**src/rtl/divider_restoring_seq_if.sv**
```systemverilog
// ============================================================================
// Module : divider_restoring_seq_if
// Brief  : Operand/result bundle between the control unit and the divider.
//          DIVIDER_RESTORING_DIVU_EN adds the div_unsigned select.
// Rev    : 1.0  initial release
// ============================================================================
`default_nettype none

interface divider_restoring_seq_if #(
    parameter int WIDTH = 32
);
    logic [WIDTH-1:0] a_in;
    logic [WIDTH-1:0] b_in;
    logic             div_init;
`ifdef DIVIDER_RESTORING_DIVU_EN
    logic             div_unsigned;
`endif
    logic             div_busy;
    logic             div_stop;
    logic             div_zero;
    logic [WIDTH-1:0] hi_out;
    logic [WIDTH-1:0] lo_out;

    modport master (
`ifdef DIVIDER_RESTORING_DIVU_EN
        output div_unsigned,
`endif
        output a_in, b_in, div_init,
        input  div_busy, div_stop, div_zero, hi_out, lo_out
    );

    modport slave (
`ifdef DIVIDER_RESTORING_DIVU_EN
        input  div_unsigned,
`endif
        input  a_in, b_in, div_init,
        output div_busy, div_stop, div_zero, hi_out, lo_out
    );
endinterface

`default_nettype wire

```
**src/rtl/divider_restoring_seq.sv**
```systemverilog
// ============================================================================
// Module : divider_restoring_seq
// Brief  : Multicycle signed restoring divider (quotient -> LO, remainder -> HI).
//          Optional DIVIDER_RESTORING_DIVU_EN enables unsigned (DIVU) operation.
// Rev    : 1.0  initial release
// ============================================================================
`default_nettype none

module divider_restoring_seq #(
    parameter int WIDTH = 32
) (
    input  logic                          clk,
    input  logic                          reset,
    divider_restoring_seq_if.slave        bus
);
    localparam int CNT_W = $clog2(WIDTH + 1);

    typedef enum logic [1:0] {
        S_IDLE = 2'd0,
        S_RUN  = 2'd1,
        S_FIX  = 2'd2,
        S_DONE = 2'd3
    } state_t;

    state_t             state_q;
    logic [WIDTH-1:0]   quo_q;
    logic [WIDTH-1:0]   rem_q;
    logic [WIDTH-1:0]   dvs_q;
    logic [CNT_W-1:0]   cnt_q;
    logic               sa_q;
    logic               sb_q;
    logic               busy_q;
    logic               stop_q;
    logic               zero_q;
    logic [WIDTH-1:0]   hi_q;
    logic [WIDTH-1:0]   lo_q;

    logic               uns_d;
    logic               sa_d;
    logic               sb_d;
    logic [WIDTH-1:0]   abs_a_d;
    logic [WIDTH-1:0]   abs_b_d;
    logic [WIDTH:0]     shifted_d;
    logic [WIDTH:0]     trial_d;
    logic [WIDTH-1:0]   rem_d;
    logic [WIDTH-1:0]   quo_d;
    logic [WIDTH-1:0]   lo_d;
    logic [WIDTH-1:0]   hi_d;

`ifdef DIVIDER_RESTORING_DIVU_EN
    assign uns_d = bus.div_unsigned;
`else
    assign uns_d = 1'b0;
`endif

    // Unsigned mode simply reports both operands as non-negative, so no abs or fix-up occurs
    assign sa_d    = ~uns_d & bus.a_in[WIDTH-1];
    assign sb_d    = ~uns_d & bus.b_in[WIDTH-1];
    assign abs_a_d = sa_d ? (~bus.a_in + 1'b1) : bus.a_in;
    assign abs_b_d = sb_d ? (~bus.b_in + 1'b1) : bus.b_in;

    // Partial remainder stays below the divisor, so WIDTH+1 bits hold the trial with its sign
    assign shifted_d = {rem_q, quo_q[WIDTH-1]};
    assign trial_d   = shifted_d - {1'b0, dvs_q};
    assign rem_d     = trial_d[WIDTH] ? shifted_d[WIDTH-1:0] : trial_d[WIDTH-1:0];
    assign quo_d     = {quo_q[WIDTH-2:0], ~trial_d[WIDTH]};

    assign lo_d = (sa_q ^ sb_q) ? (~quo_q + 1'b1) : quo_q;
    assign hi_d = sa_q ? (~rem_q + 1'b1) : rem_q;

    always_ff @(posedge clk) begin
        if (reset) begin
            state_q <= S_IDLE;
            quo_q   <= '0;
            rem_q   <= '0;
            dvs_q   <= '0;
            cnt_q   <= '0;
            sa_q    <= 1'b0;
            sb_q    <= 1'b0;
            busy_q  <= 1'b0;
            stop_q  <= 1'b0;
            zero_q  <= 1'b0;
            hi_q    <= '0;
            lo_q    <= '0;
        end else begin
            case (state_q)
                S_IDLE: begin
                    if (bus.div_init) begin
                        sa_q   <= sa_d;
                        sb_q   <= sb_d;
                        busy_q <= 1'b1;
                        if (bus.b_in == '0) begin
                            stop_q  <= 1'b1;
                            zero_q  <= 1'b1;
                            state_q <= S_DONE;
                        end else begin
                            quo_q   <= abs_a_d;
                            dvs_q   <= abs_b_d;
                            rem_q   <= '0;
                            cnt_q   <= '0;
                            state_q <= S_RUN;
                        end
                    end
                end
                S_RUN: begin
                    rem_q <= rem_d;
                    quo_q <= quo_d;
                    cnt_q <= cnt_q + 1'b1;
                    if (cnt_q == CNT_W'(WIDTH - 1)) begin
                        state_q <= S_FIX;
                    end
                end
                S_FIX: begin
                    lo_q    <= lo_d;
                    hi_q    <= hi_d;
                    stop_q  <= 1'b1;
                    state_q <= S_DONE;
                end
                S_DONE: begin
                    stop_q  <= 1'b0;
                    zero_q  <= 1'b0;
                    busy_q  <= 1'b0;
                    state_q <= S_IDLE;
                end
                default: begin
                    state_q <= S_IDLE;
                end
            endcase
        end
    end

    assign bus.div_busy = busy_q;
    assign bus.div_stop = stop_q;
    assign bus.div_zero = zero_q;
    assign bus.hi_out   = hi_q;
    assign bus.lo_out   = lo_q;

endmodule

`default_nettype wire
```
**src/flat_wrapper.sv**
```systemverilog
// flat-port wrapper written by rule: the top's interface ports become plain ports
module divider_restoring_seq_flat 
#(
    parameter int WIDTH = 32
)
  (clk, reset, bus_a_in, bus_b_in, bus_div_init, bus_div_busy, bus_div_stop, bus_div_zero, bus_hi_out, bus_lo_out);
  divider_restoring_seq_if #(.WIDTH(WIDTH)) bus_i ();
  input  logic clk;
  input  logic reset;
  input wire logic [$bits(bus_i.a_in)-1:0] bus_a_in;
  input wire logic [$bits(bus_i.b_in)-1:0] bus_b_in;
  input wire logic [$bits(bus_i.div_init)-1:0] bus_div_init;
  output wire logic [$bits(bus_i.div_busy)-1:0] bus_div_busy;
  output wire logic [$bits(bus_i.div_stop)-1:0] bus_div_stop;
  output wire logic [$bits(bus_i.div_zero)-1:0] bus_div_zero;
  output wire logic [$bits(bus_i.hi_out)-1:0] bus_hi_out;
  output wire logic [$bits(bus_i.lo_out)-1:0] bus_lo_out;
  assign bus_i.a_in = bus_a_in;
  assign bus_i.b_in = bus_b_in;
  assign bus_i.div_init = bus_div_init;
  assign bus_div_busy = bus_i.div_busy;
  assign bus_div_stop = bus_i.div_stop;
  assign bus_div_zero = bus_i.div_zero;
  assign bus_hi_out = bus_i.hi_out;
  assign bus_lo_out = bus_i.lo_out;
  divider_restoring_seq #(.WIDTH(WIDTH)) u_core (.clk(clk), .reset(reset), .bus(bus_i));
endmodule
```
**config.mk**
```make
export PLATFORM = sky130hd
export DESIGN_NAME = divider_restoring_seq_flat
export DESIGN_NICKNAME = d
export VERILOG_FILES = /design/src/rtl/divider_restoring_seq_if.sv /design/src/rtl/divider_restoring_seq.sv /design/src/flat_wrapper.sv
export SDC_FILE = /design/constraint.sdc
export NUM_CORES = 1
export LEC_CHECK = 0
export CAP_MARGIN = 15
export CORE_UTILIZATION = 45
export DETAILED_ROUTE_END_ITERATION = 8
export PLACE_DENSITY = 0.69
export SETUP_SLACK_MARGIN = 0.05
export SYNTH_ARGS = -nofsm -noshare
export SYNTH_HDL_FRONTEND = slang
export SYNTH_SLANG_ARGS = --single-unit
```
**constraint.sdc**
```tcl
create_clock -name clk -period 3.2 [get_ports clk]
set_input_delay 0.48 -clock clk [delete_from_list [all_inputs] [get_ports clk]]
set_output_delay 0.48 -clock clk [all_outputs]
set_load 0.01 [all_outputs]
```
==> results of run 1 <==
## stage by stage
| step | setup TNS (ns) | cell area [um^2] |
|---|---|---|
| after floorplan | 0 | 10700 |
| after global placement | -25.63 | 13400 |
| after detailed placement | -31.13 | 13400 |
| after CTS | 0 | 14000 |
| after global routing | 0 | 14100 |
| final | 0 | 14100 |
## timing repair
item,CTS,global route
gates cloned,0,0
endpoints found under the hold margin,0,0
buffers inserted,0,1
pin swaps,0,6
gates resized for setup,1,23
hold buffers,0,0
setup endpoints to repair,14,70
## routing by layer
metal / routed length [um] / up-vias / track usage
met5: 0 / - / 0
met2: 13900 / 254 / 0.415
met1: 14200 / 4729 / 0.338
met3: 1180 / 37 / 0.0302
li1: - / 5245 / -
met4: 546 / 0 / 0.0812
## worst paths after layout
kind | slack (ns) | from | cells past startpoint | end
worst min-delay path | 0.46 | u_core.dvs_q[19] | 2 | u_core.dvs_q[19]
worst max-delay path | 0.15 | bus_b_in[16] | 11 | u_core.quo_q[7]
worst min register to register | 0.46 | u_core.dvs_q[19] | 2 | u_core.dvs_q[19]
worst max register to register | 0.17 | u_core.quo_q[11] | 7 | u_core.bus.lo_out[28]
## state kept, by name (all words and copies together) (netlist names)
signal               cells
u_core.bus.hi_out       32
u_core.bus.lo_out       32
u_core.dvs_q            32
u_core.quo_q            32
u_core.rem_q            32
u_core.cnt_q             6
u_core.state_q           2
u_core.bus.div_busy      1
u_core.bus.div_stop      1
u_core.bus.div_zero      1
u_core.sa_q              1
u_core.sb_q              1
## final cells by class
type,count,area [um^2],area share
multi-input cells,1029,6860,0.487
flip-flops and latches,173,3460,0.246
repair buffers,277,2560,0.182
clock buffers,18,429,0.0305
well taps,319,399,0.0284
inverters,50,188,0.0133
clock inverters,14,174,0.0124
## cells by family (layout without fill, tap and decap cells)
group | count (synthesis) | in the layout | share of synthesized area
flip-flops | 173 | 173 | 0.322
AND/OR/NAND/NOR | 411 | 411 | 0.179
AO/OA/AOI/OAI | 401 | 401 | 0.251
adder cells (fa/ha/maj) | 42 | 42 | 0.0496
buffers and inverters | 134 | 359 | 0.0518
XOR/XNOR | 143 | 143 | 0.117
multiplexers | 32 | 32 | 0.0298
## report_power, final
part           switching [mW]  leakage (nW)  internal [mW]  total [mW]
logic                    2.80          3.74           2.38        5.17
registers               0.393          1.41           2.68        3.08
clock network           0.980         0.299           1.19        2.17
total                    4.17          5.46           6.25        10.4
## critical path, cell delays in order
cell	delay [ns]
clkdlybuf4s50_1	0.42
or4_4	0.55
or4_4	0.51
or3_4	0.38
nor4_4	0.18
or2_4	0.21
buf_4	0.12
o21a_4	0.16
buf_12	0.15
a22oi_1	0.09
a21oi_1	0.14
## layout by cell type, fill, tap and decap left out, types with 17 or more instances in the layout
cell	instances
dfxtp_1	172
nor2_1	134
buf_4	133
nand2_1	132
clkdlybuf4s50_1	132
a211oi_1	91
o21ai_0	84
xor2_1	81
a21oi_1	70
xnor2_1	62
inv_1	50
ha_1	40
o31ai_1	36
mux2i_1	32
a22oi_1	24
or3_1	21
or4_1	18
nor3_1	17
clkbuf_16	17
==> results.md, run 1 <==
- Status: complete, no violations
- Largest net degree at the start of global routing: 126
- LEAKAGE: 5.46 nW
- Post-placement setup slack: -0.439 ns
- Final Util: 0.600
- Total design power: 10.4 mW
- Synthesized cell area: 0.0107 mm^2
- Routed len/inst: 15.9 um
- List of most frequent post-synthesis cells: 173 x dfxtp_1, 137 x nor2_1, 132 x nand2_1, 92 x a211oi_1, 85 x o21ai_0
- WS Path Type: in -> reg
- Antenna Nets Post-Route: 0
- Post-Route WL: 29,900 um
- Initial core utilization: 0.458
- Initial antenna violation count: 0
- Tcrit/Tclk final: 0.954
- Ports: 134
- Fillcell total: 2,099
- Worst-path clk slew: 0.07 ns
- CTS tree: yes
- Drt pass-1 iters: 5
- Antenna cells: 0
- Mapped Avg Cell Area: 8.04 um^2
- TritonCTS Buffers: 17
- # port buffers: 133
- Vias in the first global route: 9,589
- Actual slew at the worst max-slew pin: 0.922 ns
- Share of layout cells above drive strength 1: 0.142
- Post-synth top area share: 0.322
- Clk sinks: 173
- Yosys reg bits: 173
- Final cell count without fillers: 1,880
- Final Skew: 0.0119 ns
- Async set or reset register ratio after synthesis: 0
- Total GRT Usage: 0.251
- Root buffer cell: clkbuf_16
- Rows: 56
- Sequential fraction of the synthesis area: 0.322
- Core area: 0.0235 mm^2
- Nets@finish: 1,657
- Final Hold Viols: 0
- Worst VDD drop: 0.361 mV
- Top-count cell post-synth: dfxtp_1
- CP Launch Type: input pin
- First DRT Iteration DRCs: 707
- Worst slew margin: 0.381
- CP Max Fanout: 18
- Mapped Nets: 1,445
- Placed Cells: 1,847
- Hold WC Path Type: reg -> reg
- Synth warn: 0
- Total die area: 0.0245 mm^2
- Remaining Overflow, GRT: 0
- Crit path arrival time: 3.42 ns
- Crit end category: flop
- Via density: 5.46
- # setup viols final: 0
- Routability Congestion: 0.891
- Main area contributors after synthesis: dfxtp_1 32%, xor2_1 6.6%, a211oi_1 6.4%
- CP required: 3.56 ns
- RSZ-0062 raised after global routing: yes
- Number of synthesized flops with an enable pin: 0
- Fin crit period: 3.05 ns
- Total of max-cap violations: 0
- Cell count after synthesis: 1,336
- CTS H-tree depth: 4
- Final hold slack: 0.457 ns
- Yosys top cell by area: dfxtp_1
- Drc violations: 0
- First-pass GRT wire length: 48,800 um
- Slew Limit Fails: 0
- Longest Clk Path Bufs: 2
- Die Ht: 157 um
- Die width: 157 um
- Area delta synth->final: 31.0%
- Synth cell types: 63
- Max frequency: 327 MHz
- Pwr dens: 740 mW/mm^2
- DP Wirelength: 22,700 um
- Top FF cell, synth: dfxtp_1
- Final worst setup slack: 0.146 ns
- Clock Latency Late Sink: 0.44 ns
- Vias: 10,300
Power figures use the tool's default switching activity.
==> inputs of run 2 (changes only) <==
--- a/config.mk
+++ b/config.mk
@@ -6,9 +6,11 @@
 export NUM_CORES = 1
 export LEC_CHECK = 0
 export CAP_MARGIN = 15
-export CORE_UTILIZATION = 45
+export CELL_PAD_IN_SITES_DETAIL_PLACEMENT = 0
+export CELL_PAD_IN_SITES_GLOBAL_PLACEMENT = 1
+export CORE_UTILIZATION = 38
 export DETAILED_ROUTE_END_ITERATION = 8
-export PLACE_DENSITY = 0.69
+export PLACE_DENSITY_LB_ADDON = 0.1
 export SETUP_SLACK_MARGIN = 0.05
 export SYNTH_ARGS = -nofsm -noshare
 export SYNTH_HDL_FRONTEND = slang
==> results.md, run 2 (synthesis results as in run 1) <==
- Status: complete, no violations
- Crit path arrival time: 3.38 ns (-0.04 ns)
- Actual slew at the worst max-slew pin: 0.970 ns (+0.0481 ns)
- Total GRT Usage: 0.230 (-0.0208)
- RSZ-0062 raised after global routing: yes
- Initial core utilization: 0.387 (-0.0710)
- Root buffer cell: clkbuf_16
- Clk sinks: 173 (unchanged)
- Rows: 61 (+8.9%)
- Core area: 0.0278 mm^2 (+18%)
- Hold_sp: u_core.dvs_q[31]
- Design area: 0.0144 mm^2 (+2.4%)
- Final Util: 0.519 (-0.0808)
- Routability Congestion: 0.897 (+0.71%)
- Drc violations: 0 (unchanged)
- Pwr dens: 735 mW/mm^2 (-0.74%)
- Total design power: 10.6 mW (+1.7%)
- Share of layout cells above drive strength 1: 0.161 (+0.0190)
- Tcrit/Tclk final: 0.965 (+0.0103)
- Leading cell type in the layout, fill and taps excluded: dfxtp_1
- Total of max-cap violations: 0 (unchanged)
- Final Skew: 0.0106 ns (-0.00128 ns)
- Vias: 10,400 (+0.88%)
- Crit end category: flop
- Initial antenna violation count: 0 (unchanged)
- Final Hold Viols: 0 (unchanged)
- CTS tree: yes
- # setup viols final: 0 (unchanged)
- Remaining Overflow, GRT: 0 (unchanged)
- Worst setup path startpoint: bus_b_in[13]
- Via density: 5.25 (-3.8%)
- Nets@finish: 1,690 (+2.0%)
- Drt pass-1 iters: 5 (unchanged)
- Final hold slack: 0.456 ns (-0.00150 ns)
- Longest Clk Path Bufs: 2 (unchanged)
- Worst VDD drop: 0.339 mV (-6.1%)
- Slew Limit Fails: 0 (unchanged)
- Ports: 134 (unchanged)
- Worst r2r src: u_core.quo_q[10]
- Total die area: 0.0290 mm^2 (+18%)
- Die Ht: 170 um (+8.7%)
- Commonest non-fill, non-tap cells in the layout: 173 x dfxtp_1, 164 x buf_4, 134 x nor2_1
- Final cell count without fillers: 1,972 (+4.9%)
- First-pass GRT wire length: 52,500 um (+7.7%)
- Routed len/inst: 16.6 um (+4.8%)
- Fin crit period: 3.09 ns (+0.0331 ns)
- Die width: 170 um (+8.7%)
- # port buffers: 133 (unchanged)
- DP Wirelength: 25,200 um (+11%)
- Clock Latency Late Sink: 0.43 ns (about the same)
- CP required: 3.49 ns (-0.07 ns)
- Post-Route WL: 32,800 um (+9.9%)
- Area of placed instances: 0.0136 mm^2 (+1.8%)
- Worst slew margin: 0.353 (-0.0277)
- Hold WC Path Type: reg -> reg
- Worst-path clk slew: 0.08 ns (about the same)
- Vias in the first global route: 9,566 (-0.24%)
- Area delta synth->final: 34.2%
- First DRT Iteration DRCs: 724 (+2.4%)
- LEAKAGE: 5.66 nW (+3.7%)
- Largest net degree at the start of global routing: 92 (-27%)
- CP Max Fanout: 6 (-12)
- WS Path Type: in -> reg
- Placed Cells: 1,931 (+4.5%)
- Max frequency: 324 MHz (-1.1%)
- CTS H-tree depth: 4 (unchanged)
- CP Launch Type: input pin
- Antenna Nets Post-Route: 0 (unchanged)
- TritonCTS Buffers: 17 (unchanged)
- Antenna cells: 0 (unchanged)
## run 2: where the power goes
group	switching, mW	internal (mW)
Sequential	0.399	2.68
Combinational	2.91	2.45
Clock	0.960	1.19
## run 2: cell type report
class | instances | area, um^2
clock buffers | 19 | 443
multi-input cells | 1029 | 6880
clock inverters | 13 | 153
repair buffers | 310 | 2820
flip-flops and latches | 173 | 3460
fillers | 2743 | 13400
well taps | 378 | 473
inverters | 50 | 188
## run 2: worst paths after layout
check        slack (ns)  cells after the start               endpoint
max                0.11                     11       u_core.quo_q[29]
min                0.46                      2       u_core.dvs_q[31]
max reg2reg        0.13                      7  u_core.bus.lo_out[30]
min reg2reg        0.46                      2       u_core.dvs_q[31]
## run 2: worst max-delay path, stage by stage
cell             delay [ns]
clkdlybuf4s50_1        0.42
or4_4                  0.44
or4_4                  0.45
or3_4                  0.40
o41ai_4                0.35
buf_4                  0.18
a21oi_4                0.07
buf_6                  0.15
buf_8                  0.13
a222oi_1               0.23
nor2_1                 0.08
## run 2: through the flow
step	worst slack [ns]	setup TNS, ns
CTS	0.0292	0
global placement	-0.428	-31.10
finish	0.113	0
floorplan	0.0657	0
global route	-0.00636	-0.00636
detailed placement	-0.525	-38.40
## run 2: routing by layer
| metal | track usage | wire length (um) | vias up |
|---|---|---|---|
| met4 | 0.0654 | 548 | 0 |
| met3 | 0.0281 | 1230 | 32 |
| met5 | 0 | 0 | - |
| met1 | 0.346 | 16900 | 4778 |
| li1 | - | - | 5327 |
| met2 | 0.340 | 14100 | 218 |
## run 2: what timing repair did
action | CTS | global route
hold buffers | 0 | 0
resized for setup | 4 | 33
buffers inserted | 0 | 7
cloned | 0 | 2
setup endpoints to repair | 60 | 68
pin swaps | 0 | 10
==> inputs of run 3 (changes only) <==
--- a/config.mk
+++ b/config.mk
@@ -11,6 +11,7 @@
 export CORE_UTILIZATION = 38
 export DETAILED_ROUTE_END_ITERATION = 8
 export PLACE_DENSITY_LB_ADDON = 0.1
+export REMOVE_ABC_BUFFERS = 1
 export SETUP_SLACK_MARGIN = 0.05
 export SYNTH_ARGS = -nofsm -noshare
 export SYNTH_HDL_FRONTEND = slang
==> constraint.sdc (replaced) <==
create_clock -name clk -period 3.2 [get_ports clk]
set_input_delay 0.48 -clock clk [delete_from_list [all_inputs] [get_ports clk]]
set_output_delay 0.48 -clock clk [all_outputs]
set_load 0.005 [all_outputs]
==> results.md, run 3 (synthesis results as in run 1) <==
- Status: complete, no violations
- First-pass GRT wire length: 51,000 um (-2.8%)
- Worst slew margin: 0.527 (+0.173)
- Nets@finish: 1,667 (-1.4%)
- Via density: 5.29 (+0.73%)
- Ports: 134 (unchanged)
- Final Skew: 0.0179 ns (+0.00728 ns)
- CTS tree: yes
- Routed len/inst: 16.2 um (-2.5%)
- Drc violations: 0 (unchanged)
- CP Launch Type: flop
- Antenna Nets Post-Route: 0 (unchanged)
- Post-Route WL: 31,600 um (-3.6%)
- Routability Congestion: 0.891 (-0.66%)
- WS Path Type: reg -> reg
- Slew Limit Fails: 0 (unchanged)
- Worst VDD drop: 0.353 mV (+4.4%)
- RSZ-0062 raised after global routing: yes
- Vias: 10,300 (-0.40%)
- Post-placement setup slack: -0.566 ns (-0.0409 ns)
- Total of max-cap violations: 0 (unchanged)
- # port buffers: 133 (unchanged)
- Actual slew at the worst max-slew pin: 0.710 ns (-0.260 ns)
- Clock power frac: 0.200 (-0.003)
- Fillcell total: 2,738 (-0.18%)
- Commonest non-fill, non-tap cells in the layout: 173 x dfxtp_1, 140 x buf_4, 134 x nor2_1
- Longest Clk Path Bufs: 2 (unchanged)
- Final Util: 0.513 (-0.00572)
- Fin crit period: 3.09 ns (-0.00131 ns)
- LEAKAGE: 5.56 nW (-1.8%)
- Die Ht: 170 um (unchanged)
- Area used by multi-input combinational logic: 0.00689 mm^2 (+0.27%)
- Tcrit/Tclk final: 0.964 (about the same)
- CTS H-tree depth: 4 (unchanged)
- Share of total power in combinational logic: 0.502 (-0.004)
- Drt pass-1 iters: 5 (unchanged)
- Total GRT Usage: 0.222 (-0.00825)
- TritonCTS Buffers: 17 (unchanged)
- Final Hold Viols: 0 (unchanged)
- Leading cell type in the layout, fill and taps excluded: dfxtp_1
- Rows: 61 (unchanged)
- Die width: 170 um (unchanged)
- CP required: 3.54 ns (+0.05 ns)
- Root buffer cell: clkbuf_16
- Largest net degree at the start of global routing: 122 (+33%)
- Share of layout cells above drive strength 1: 0.151 (-0.00974)
- Clk sinks: 173 (unchanged)
- Hold WC Path Type: in -> reg
- Worst-path clk slew: 0.07 ns (about the same)
- Initial antenna violation count: 1 (+1)
- Area delta synth->final: 32.7%
- Remaining Overflow, GRT: 0 (unchanged)
- DP Wirelength: 23,600 um (-6.4%)
- Initial core utilization: 0.387 (unchanged)
- CP Max Fanout: 5 (-1)
- # setup viols final: 0 (unchanged)
- Area taken by flip-flops and latches: 0.00346 mm^2 (unchanged)
- Switching Share: 0.404 (+0.00104)
- Seq pwr share: 0.298 (+0.007)
- Hold Buf Count CTS: 0 (unchanged)
- Crit path arrival time: 3.43 ns (+0.05 ns)
- Core area: 0.0278 mm^2 (unchanged)
- Total die area: 0.0290 mm^2 (unchanged)
- Sw Pwr: 4.13 mW (-3.2%)
- First DRT Iteration DRCs: 530 (-27%)
- Crit end category: flop
- Vias in the first global route: 9,698 (+1.4%)
- Final worst setup slack: 0.114 ns (+0.00131 ns)
- Clock Latency Late Sink: 0.44 ns (about the same)
- Max frequency: 324 MHz (about the same)
- Placed Cells: 1,911 (-1.0%)
- Internal Power: 6.10 mW (-3.6%)
- Final cell count without fillers: 1,950 (-1.1%)
- Pwr dens: 717 mW/mm^2 (-2.4%)
run 3: cell count changes in the layout (fill, tap and decap cells not counted), moves of 2 or more:
| cell | previous run | this run |
|---|---|---|
| buf_4 | 164 | 140 |
| clkinvlp_4 | 2 | 4 |
| a21oi_2 | 1 | 3 |
| bufinv_16 | 2 | 0 |
| clkdlybuf4s50_1 | 127 | 125 |
| buf_12 | 10 | 14 |
| or2_4 | 1 | 3 |
| dlymetal6s2s_1 | 5 | 7 |
| clkinv_4 | 2 | 0 |
run 3: layer usage:
layer  global-route usage  wire length, um
met5                    0                0
met4               0.0564              303
met2                0.354            14500
met1                0.315            15500
met3               0.0274             1330
run 3: what timing repair did:
action,CTS,global route
resized for setup,5,36
endpoints found under the hold margin,0,0
endpoints found under the setup margin,79,66
setup buffers,0,6
pin swaps,0,14
run 3: final timing paths:
path / startpoint / end / slack [ns] / cells past startpoint
max: u_core.quo_q[11] / u_core.bus.lo_out[28] / 0.11 / 7
min: reset / u_core.quo_q[29] / 0.42 / 2
max reg2reg: u_core.quo_q[11] / u_core.bus.lo_out[28] / 0.11 / 7
min reg2reg: u_core.dvs_q[31] / u_core.dvs_q[31] / 0.45 / 2
run 3: through the flow:
stage               hold slack [ns]  cell area (um^2)  total power [mW]  setup TNS, ns
floorplan                     0.426             10400              5.92         -43.91
global placement              0.443             13500              8.08         -38.18
detailed placement            0.446             13500              8.11         -45.11
CTS                           0.416             14100              10.2              0
global route                  0.431             14300              11.0              0
finish                        0.415             14300              10.2              0
run 3: critical path, stage by stage, from the launching register on:
cell	delay (ns)
dfxtp_1	0.35
or3_1	0.43
or4_1	0.48
or4_1	0.49
or3_1	0.47
o41ai_1	0.37
xor2_1	0.14
a211oi_1	0.26
run 3: area by class of cell:
type / count / share of cell area
Inverter: 50 / 0.0132
Antenna cell: 1 / 0.000176
Timing Repair Buffer: 287 / 0.188
Tap cell: 378 / 0.0332
Clock buffer: 18 / 0.0301
Sequential cell: 173 / 0.243
Multi-Input combinational cell: 1029 / 0.484
Clock inverter: 14 / 0.00886
run 3: power by group through the flow:
| stage | Combinational [mW] | Clock, mW | Sequential, mW |
|---|---|---|---|
| final | 5.13 | 2.05 | 3.05 |
| after global routing | 5.70 | 2.18 | 3.12 |
| after CTS | 5.06 | 2.10 | 3.04 |
| after detailed placement | 5.02 | 0 | 3.09 |
| after global placement | 5.00 | 0 | 3.08 |
| after floorplan | 2.85 | 0 | 3.07 |
